$ cat src/rtl/usb_cmd_pkg.sv
`default_nettype none
// ============================================================================
// Module : usb_cmd_pkg
// Brief  : Opcodes, response codes and sequencer states shared by usb_cmd_ctrl.
// Rev    : 1.0
// ============================================================================
package usb_cmd_pkg;

  localparam logic [7:0] OP_WRITE  = 8'h01;
  localparam logic [7:0] OP_READ   = 8'h02;

  localparam logic [7:0] RSP_WACK  = 8'hA5;
  localparam logic [7:0] RSP_RACK  = 8'hA6;
  localparam logic [7:0] RSP_RTMO  = 8'hE1;
  localparam logic [7:0] RSP_BADOP = 8'hEE;

  typedef enum logic [2:0] {
    S_IDLE       = 3'd0,
    S_GET_ADDR   = 3'd1,
    S_GET_DATA   = 3'd2,
    S_REG_WR     = 3'd3,
    S_REG_RD     = 3'd4,
    S_RD_WAIT    = 3'd5,
    S_SEND_FIRST = 3'd6,
    S_SEND_LAST  = 3'd7
  } state_t;

endpackage
`default_nettype wire

$ cat src/rtl/usb_timeout_ctr.sv
`default_nettype none
// ============================================================================
// Module : usb_timeout_ctr
// Brief  : Saturating down-counter; tc rises on the CYCLES-th enabled cycle
//          after a clear.
// Rev    : 1.0
// ============================================================================
module usb_timeout_ctr #(
  parameter int unsigned CYCLES = 255
) (
  input  logic clk,
  input  logic reset,
  input  logic clear,
  input  logic enable,
  output logic tc
);

  localparam int unsigned W    = (CYCLES > 1) ? $clog2(CYCLES) : 1;
  localparam logic [W-1:0] LOAD = W'(CYCLES - 1);

  logic [W-1:0] count_q;
  logic [W-1:0] count_d;

  always_comb begin
    count_d = count_q;
    if (clear) begin
      count_d = LOAD;
    end else if (enable && (count_q != '0)) begin
      count_d = count_q - W'(1);
    end
  end

  always_ff @(posedge clk or posedge reset) begin
    if (reset) begin
      count_q <= LOAD;
    end else begin
      count_q <= count_d;
    end
  end

  assign tc = (count_q == '0);

endmodule
`default_nettype wire

$ cat src/rtl/usb_cmd_ctrl.sv
`default_nettype none
// ============================================================================
// Module : usb_cmd_ctrl
// Brief  : Decodes FT245 command bytes into register strobes and returns
//          acknowledge / readback bytes.
// Rev    : 1.0
// ============================================================================
module usb_cmd_ctrl
  import usb_cmd_pkg::*;
#(
  parameter int unsigned RD_TIMEOUT  = 255,
  parameter int unsigned GAP_TIMEOUT = 65535
) (
  input  logic        clk,
  input  logic        reset,
  output logic        _read_data,
  output logic        _write_data,
  output logic [7:0]  data_to_pc,
  input  logic [7:0]  data_to_fpga,
  input  logic        rx_strobe,
  input  logic        tx_strobe,
  output logic [7:0]  reg_addr,
  output logic [7:0]  reg_wdata,
  output logic        reg_wr,
  output logic        reg_rd,
  input  logic [7:0]  reg_rdata,
  input  logic        reg_rvalid,
  output logic        busy,
  output logic        err_gap,
  output logic [15:0] cmd_count
);

  state_t      state_q, state_d;
  logic        rd_n_q, rd_n_d;
  logic        wr_n_q, wr_n_d;
  logic [7:0]  tx_q, tx_d;
  logic [7:0]  addr_q, addr_d;
  logic [7:0]  wdata_q, wdata_d;
  logic [7:0]  rdata_q, rdata_d;
  logic        is_read_q, is_read_d;
  logic        reg_wr_q, reg_wr_d;
  logic        reg_rd_q, reg_rd_d;
  logic        err_gap_q, err_gap_d;
  logic [15:0] count_q, count_d;

  logic in_rx_gap;
  logic gap_tc;
  logic rd_tc;

  // The gap counter only runs between command bytes, restarting on each byte.
  assign in_rx_gap = (state_q == S_GET_ADDR) || (state_q == S_GET_DATA);

  usb_timeout_ctr #(.CYCLES(GAP_TIMEOUT)) u_gap_ctr (
    .clk    (clk),
    .reset  (reset),
    .clear  (!in_rx_gap || rx_strobe),
    .enable (in_rx_gap),
    .tc     (gap_tc)
  );

  usb_timeout_ctr #(.CYCLES(RD_TIMEOUT)) u_rd_ctr (
    .clk    (clk),
    .reset  (reset),
    .clear  (state_q != S_RD_WAIT),
    .enable (state_q == S_RD_WAIT),
    .tc     (rd_tc)
  );

  always_comb begin
    state_d   = state_q;
    tx_d      = tx_q;
    addr_d    = addr_q;
    wdata_d   = wdata_q;
    rdata_d   = rdata_q;
    is_read_d = is_read_q;
    count_d   = count_q;
    reg_wr_d  = 1'b0;
    reg_rd_d  = 1'b0;
    err_gap_d = 1'b0;

    case (state_q)
      S_IDLE: begin
        if (rx_strobe) begin
          if ((data_to_fpga == OP_WRITE) || (data_to_fpga == OP_READ)) begin
            is_read_d = (data_to_fpga == OP_READ);
            state_d   = S_GET_ADDR;
          end else begin
            tx_d    = RSP_BADOP;
            state_d = S_SEND_LAST;
          end
        end
      end
      S_GET_ADDR: begin
        if (rx_strobe) begin
          addr_d = data_to_fpga;
          if (is_read_q) begin
            reg_rd_d = 1'b1;
            state_d  = S_REG_RD;
          end else begin
            state_d  = S_GET_DATA;
          end
        end else if (gap_tc) begin
          err_gap_d = 1'b1;
          state_d   = S_IDLE;
        end
      end
      S_GET_DATA: begin
        if (rx_strobe) begin
          wdata_d  = data_to_fpga;
          reg_wr_d = 1'b1;
          state_d  = S_REG_WR;
        end else if (gap_tc) begin
          err_gap_d = 1'b1;
          state_d   = S_IDLE;
        end
      end
      S_REG_WR: begin
        tx_d    = RSP_WACK;
        state_d = S_SEND_LAST;
      end
      S_REG_RD: begin
        state_d = S_RD_WAIT;
      end
      S_RD_WAIT: begin
        // Readback beats the timeout when both land in the same cycle.
        if (reg_rvalid) begin
          rdata_d = reg_rdata;
          tx_d    = RSP_RACK;
          state_d = S_SEND_FIRST;
        end else if (rd_tc) begin
          tx_d    = RSP_RTMO;
          state_d = S_SEND_LAST;
        end
      end
      S_SEND_FIRST: begin
        if (tx_strobe) begin
          tx_d    = rdata_q;
          state_d = S_SEND_LAST;
        end
      end
      S_SEND_LAST: begin
        if (tx_strobe) begin
          count_d = count_q + 16'd1;
          state_d = S_IDLE;
        end
      end
      default: begin
        state_d = S_IDLE;
      end
    endcase

    // Request lines follow the next state, so only one can ever be low.
    rd_n_d = !((state_d == S_IDLE) || (state_d == S_GET_ADDR) || (state_d == S_GET_DATA));
    wr_n_d = !((state_d == S_SEND_FIRST) || (state_d == S_SEND_LAST));
  end

  always_ff @(posedge clk or posedge reset) begin
    if (reset) begin
      state_q   <= S_IDLE;
      rd_n_q    <= 1'b1;
      wr_n_q    <= 1'b1;
      tx_q      <= 8'h00;
      addr_q    <= 8'h00;
      wdata_q   <= 8'h00;
      rdata_q   <= 8'h00;
      is_read_q <= 1'b0;
      reg_wr_q  <= 1'b0;
      reg_rd_q  <= 1'b0;
      err_gap_q <= 1'b0;
      count_q   <= 16'h0000;
    end else begin
      state_q   <= state_d;
      rd_n_q    <= rd_n_d;
      wr_n_q    <= wr_n_d;
      tx_q      <= tx_d;
      addr_q    <= addr_d;
      wdata_q   <= wdata_d;
      rdata_q   <= rdata_d;
      is_read_q <= is_read_d;
      reg_wr_q  <= reg_wr_d;
      reg_rd_q  <= reg_rd_d;
      err_gap_q <= err_gap_d;
      count_q   <= count_d;
    end
  end

  assign _read_data  = rd_n_q;
  assign _write_data = wr_n_q;
  assign data_to_pc  = tx_q;
  assign reg_addr    = addr_q;
  assign reg_wdata   = wdata_q;
  assign reg_wr      = reg_wr_q;
  assign reg_rd      = reg_rd_q;
  assign err_gap     = err_gap_q;
  assign cmd_count   = count_q;
  assign busy        = (state_q != S_IDLE);

endmodule
`default_nettype wire

$ cat config.mk
export PLATFORM = sky130hd
export DESIGN_NAME = usb_cmd_ctrl
export DESIGN_NICKNAME = d
export VERILOG_FILES = /design/src/rtl/usb_cmd_pkg.sv /design/src/rtl/usb_timeout_ctr.sv /design/src/rtl/usb_cmd_ctrl.sv
export SDC_FILE = /design/constraint.sdc
export NUM_CORES = 1
export LEC_CHECK = 0
export ABC_AREA = 0
export CORE_AREA = 2 2 79 100
export DETAILED_ROUTE_END_ITERATION = 7
export DIE_AREA = 0 0 81 102
export HOLD_SLACK_MARGIN = 0.1
export PLACE_DENSITY = 0.77
export SKIP_CTS_REPAIR_TIMING = 1
export SLEW_MARGIN = 20
export SYNTH_ARGS = -nofsm -noshare
export SYNTH_HDL_FRONTEND = slang
export SYNTH_SLANG_ARGS = --single-unit
$ cat constraint.sdc
create_clock -name clk -period 2.52 [get_ports clk]
set_input_delay 0.252 -clock clk [delete_from_list [all_inputs] [get_ports clk]]
set_output_delay 0.252 -clock clk [all_outputs]
set_load 0.005 [all_outputs]
# --- After elaboration in Yosys (flattened, before gate mapping) ---
# Cells that the tools add are included.
op_classes:
  mux: 29
  eq_ne: 18
  n_reduce_logical: 28
  n_addsub: 3
op_table:
  columns: ["op", "n"]
  rows:
  - ["two-way mux 8 bit", 7]
  - ["two-way mux 16 bit", 2]
  - ["one-hot mux 8 bit (4 select lines)", 1]
  - ["two-way mux 3 bit", 10]
  - ["one-hot mux 3 bit (8 select lines)", 1]
  - ["equality test 3 bit, second input constant", 6]
  - ["adder 16 x 1 -> 16 bit, second input constant", 1]
  - ["zero test 16 bit", 1]
  - ["nonzero test 16 bit", 1]
  - ["subtractor 16 x 1 -> 16 bit, second input constant", 1]
  - ["equality test 3 x 2 -> 1 bit, second input constant", 3]
  - ["equality test 8 x 1 -> 1 bit, second input constant", 1]
  - ["equality test 8 x 2 -> 1 bit, second input constant", 1]
  - ["zero test 8 bit", 1]
  - ["two-way mux 1 bit", 8]
  - ["AND reduction 2 bit", 4]
  - ["nonzero test 8 bit", 1]
  - ["subtractor 8 x 1 -> 8 bit, second input constant", 1]
  - ["equality test 3 x 1 -> 1 bit, second input constant", 2]
  - ["zero test 3 bit", 2]
  - ["logical OR 1 bit", 6]
  - ["inequality test 2 bit, second input constant", 3]
  - ["inequality test 3 bit, second input constant", 2]
  - ["AND reduction 5 bit", 1]
  - ["7 further kinds", 11]
totals:
  in_bits: 21
  regBits: 81
  wordCells: 92
  output_inout_bits: 46

# --- Logic depth before layout (Yosys ltp) ---
# Gate-level depths: netlist of run 1.
logic_depth:
  depth_word: 9
  mapped_depth: 9
  mapped_depth_nobuf: 7

# --- Hierarchy ---
# From an unflattened synthesis of run 1, not the netlist that was laid out.
unflattened:
  cells_unflattened: 360
  hier_area_um2: 4026.4
modules_own_cells:
  columns: ["module", "area_per_inst_um2", "seq_area_each_um2", "cells_each", "n_inst"]
  rows:
  - ["usb_cmd_ctrl", 2583.7, 1428.9, 214, 1]
  - ["usb_timeout_ctr (u_gap_ctr)", 970.9, 419.2, 99, 1]
  - ["usb_timeout_ctr (u_rd_ctr)", 471.7, 209.0, 47, 1]

# --- Worst setup path after synthesis of run 1 ---
# No wires, ideal clock.
synth_timing:
  path_type: "register -> register"
  from: "register u_rd_ctr.count_q[0]"
  to: "register tx_q[1], in the netlist data_to_pc[1]"
  required_ns: 2.395
  path_stages_with_launch: 8
  setup_slack_ns: 0.320
  setup_ns: 0.125
  path_buffers: 0
  synth_period_minus_slack_ns: 2.200
  arrival_ns: 2.075
  cell_sequence: "dfrtp_1 -> inv_1 -> ha_1 -> or3b_1 -> nor2_4 -> nor3_2 -> a2111oi_4 -> mux2_2"
synth_between:
  elab_chain_cells: 3
synth_lines:
  columns: ["element", "line", "source"]
  rows:
  - ["start, declared", "usb_timeout_ctr.sv:21", "logic [W-1:0] count_q;"]
  - ["start signal, assigned", "usb_timeout_ctr.sv:37", "count_q <= count_d;"]
  - ["zero test 8 bit", "usb_timeout_ctr.sv:41", "assign tc = (count_q == '0);"]
  - ["inequality test 3 bit (no line)", null, null]
  - ["AND reduction 5 bit (no line)", null, null]
  - ["end signal, assigned", "usb_cmd_ctrl.sv:175", "tx_q <= tx_d;"]
  - ["end, declared", "usb_cmd_ctrl.sv:36", "logic [7:0] tx_q, tx_d;"]
# No other way between the ends.
# A chain may end at the register's enable or synchronous reset.

# --- Worst setup path in the final report of run 1 ---
layout_timing:
  from: "register u_rd_ctr.count_q[0]"
  to: "register tx_q[4], in the netlist data_to_pc[4]"
# Same word-level chain as after synthesis.

==> flow_summary.toml, run 1 <==
[status]
status = "complete, no violations"

[critical_path]
start_kind = "flip-flop"
end_kind = "flip-flop"
cp_num_cells = 8
worst-path-buf-inv = 2
required_ns = 2.75
reg2reg_from = "u_rd_ctr.count_q[0]"
cpPeakStageDelay_ns = 0.47
critPathKind = "flip-flop to flip-flop"
critPathSlowestCell = "or3b_1"
cp_max_fo = 8
cp_cell_sequence = "inv_1 -> ha_1 -> or3b_1 -> nor2_4 -> nor3_2 -> a2111oi_4 -> buf_4 -> mux2_2"
cp-endpoint = "data_to_pc[4]"
cp_top_family = "simple AND/OR/NAND/NOR gates"
rrSetupSlack_ns = 0.22
r2r-end = "data_to_pc[4]"
crit_start = "u_rd_ctr.count_q[0]"
worst-endpoint-arrival_ns = 2.53
rr_worst_depth = 8

[sta]
setup_viol = 0
period_share_pct = 91.2
relSlewSlack_pct = 56.8
skew_ns = 0.0122
whs_ns = 0.303
rsz0062_at_grt = "no"
slew_viol_final = 0
min_period_ns = 2.30
worst_pin_slew_ns = 0.647
tns_ns = 0
finalHoldViolations = 0
fmax_ghz = 0.435

[drt]
wl_per_cell_um = 15.0
drt-initial-drc-count = 216
via_per_inst = 5.50
antenna_left = 0
dr.pass1.iters = 4
drc = 0
drt_wl_total_um = 7550
routed-via-count = 2771

[flow_run]
cap_violations = 0

[floorplan]
core_area_um2 = 7270
dieWidth_um = 81
die_y_um = 102
start_util_pct = 51.9
std_cell_rows = 35
die-area_um2 = 8260
ios = 67

[layout]
multiInputGateArea_um2 = 1630
syn_to_final_growth_pct = 27.6
fillers = 582
drive_gt1_share_pct = 22.6
regArea_um2 = 2060
n_antenna_cell = 0
final_cell_area_um2 = 4810
nets = 431

[pwr]
power.leakage_nw = 1.88
power.density_nw_per_um2 = 967
total_power_mw = 4.65
peakVddDrop_v = 0.000667

[global_route]
antenna_found_initial = 0
grt_pass1_vias = 2792
grt_start_max_net_pins = 46
grt_pass1_wl_um = 12900
gr-total-overflow = 0
track_usage_pct = 20.1

[cts]
cts-root-buf = "clkbuf_8"
htreeDepth = 3
clockBufferDepth = 2
clkLatencyLatePin_ns = 0.35
numCtsBuffers = 9
path_clk_slew_ns = 0.08
tritoncts = "built"
cts_num_sinks = 81

[yosys]
synthFlopType = "dfrtp_1"
yosysWarnings = 0
ys_types = 51
syn_nets = 353
synth_seq_cells = 81
synthArstFlopShare_pct = 100
syn_area_per_cell_um2 = 11.5
synthCells = 329
synth-seq-area-share_pct = 54.5
synth_edf_count = 0
synthesis.area_um2 = 3770

[placement]
gp_congestion = 0.847
dp_hpwl_um = 5300
port_buffers = 66
placed_cell_area_um2 = 4600

[hold_path]
hold_path.class = "primary input to asynchronous set/reset pin"
[state kept, by name, indices dropped and copies added (netlist names)]
signal / flops
reg_wr: 1
cmd_count: 16
_read_data: 1
reg_addr: 8
err_gap: 1
reg_rd: 1
_write_data: 1
is_read_q: 1
data_to_pc: 8
u_rd_ctr.count_q: 8
rdata_q: 8
u_gap_ctr.count_q: 16
reg_wdata: 8
state_q: 3
[kinds of logic (layout without fill, tap and decap cells)]
logic type | Yosys count | in the layout | share of synthesized area [%]
AND/OR/NAND/NOR | 117 | 117 | 17.5
AO/OA/AOI/OAI | 44 | 44 | 7.99
adder cells (fa/ha/maj) | 3 | 3 | 0.995
flip-flops | 81 | 81 | 54.5
XOR/XNOR | 28 | 28 | 6.50
multiplexers | 34 | 34 | 10.1
buffers and inverters | 22 | 105 | 2.36
[worst min-delay path by stage]
stage / start / to / slack [ns] / depth (start not counted)
6_report: reset / cmd_count[13] / 0.30 / 2
5_1_grt: reset / data_to_pc[5] / 0.35 / 2
4_1_cts: reset / cmd_count[13] / 0.31 / 2
3_5_place_dp: cmd_count[15] / cmd_count[15] / 0.47 / 1
3_3_place_gp: cmd_count[15] / cmd_count[15] / 0.46 / 1
2_1_floorplan: data_to_fpga[0] / is_read_q / 0.36 / 1
[cell usage after synthesis, drive strengths merged (5+ instances only)]
library cell	number	share of area [%]
dfrtp	57	38
mux2	33	9.9
dfstp	24	17
nand2	23	2.3
nand3	19	2.5
nor2	19	2.1
xnor2	16	3.7
inv	13	1.3
xor2	12	2.8
a21oi	11	1.5
o21ai	11	1.5
nor3	10	1.7
or3	9	1.5
nor4	7	1.3
clkbuf	5	0.50
o211ai	5	1.0
[through the flow]
step	std cells	utilization [%]	setup slack, ns
after floorplan	329	-	0.228
after global placement	488	63.2	0.329
after detailed placement	488	63.2	0.256
after CTS	504	66.2	0.233
after global routing	504	66.2	0.160
final	504	66.2	0.223
[power breakdown]
group,leakage [nW],internal (mW),total (mW),switching (mW)
sequential,0.950,1.68,1.97,0.293
combinational,0.821,1.01,1.69,0.682
clock,0.106,0.517,0.989,0.472
total,1.88,3.20,4.65,1.45
[final cells by class]
cell class | count | share of cell area (%)
clock inverter | 5 | 1.33
inverter | 13 | 1.04
tap | 92 | 2.39
clock buffer | 11 | 3.15
sequential | 81 | 42.7
multi-input combinational | 226 | 33.8
timing repair buffer | 76 | 15.5
[cell usage in the layout, fill, tap and decap left out, drive strengths merged, types with 11 or more instances in the layout]
cell,Yosys,layout
clkdlybuf4s50,0,66
clkbuf,5,11
xnor2,16,16
nor2,19,19
a21oi,11,11
nand2,23,23
nand3,19,19
xor2,12,12
dfstp,24,24
inv,13,12
mux2,33,33
o21ai,11,11
dfrtp,57,57
[worst register-to-register path, cell delays in order (launching register included)]
cell,delay [ns]
dfrtp_1,0.40
inv_1,0.10
ha_1,0.16
or3b_1,0.47
nor2_4,0.24
nor3_2,0.08
a2111oi_4,0.18
buf_4,0.22
mux2_2,0.35
[per-layer routing]
layer  up-vias  track usage (%)  share of wire, %
met4         0             6.39               1.1
met2        53             32.4                50
li1       1336                -                 -
met5         -                0                 0
met3         8             6.10               4.7
met1      1374             26.1                44
Note: power is estimated with default switching activity, not from simulation.
==> run 2, diff against run 1 <==
--- a/config.mk
+++ b/config.mk
@@ -12,7 +12,7 @@
 export HOLD_SLACK_MARGIN = 0.1
 export PLACE_DENSITY = 0.77
 export SKIP_CTS_REPAIR_TIMING = 1
-export SLEW_MARGIN = 20
+export SLEW_MARGIN = 15
 export SYNTH_ARGS = -nofsm -noshare
 export SYNTH_HDL_FRONTEND = slang
 export SYNTH_SLANG_ARGS = --single-unit
==> results of run 2 <==
Final layout, timing and power as in run 1 (identical DEF).
==> run 3, diff against run 2 <==
--- a/config.mk
+++ b/config.mk
@@ -6,6 +6,7 @@
 export NUM_CORES = 1
 export LEC_CHECK = 0
 export ABC_AREA = 0
+export ABC_CLOCK_PERIOD_IN_PS = 2520
 export CORE_AREA = 2 2 79 100
 export DETAILED_ROUTE_END_ITERATION = 7
 export DIE_AREA = 0 0 81 102
==> results of run 3 <==
Final layout, timing and power as in run 1 (identical DEF).
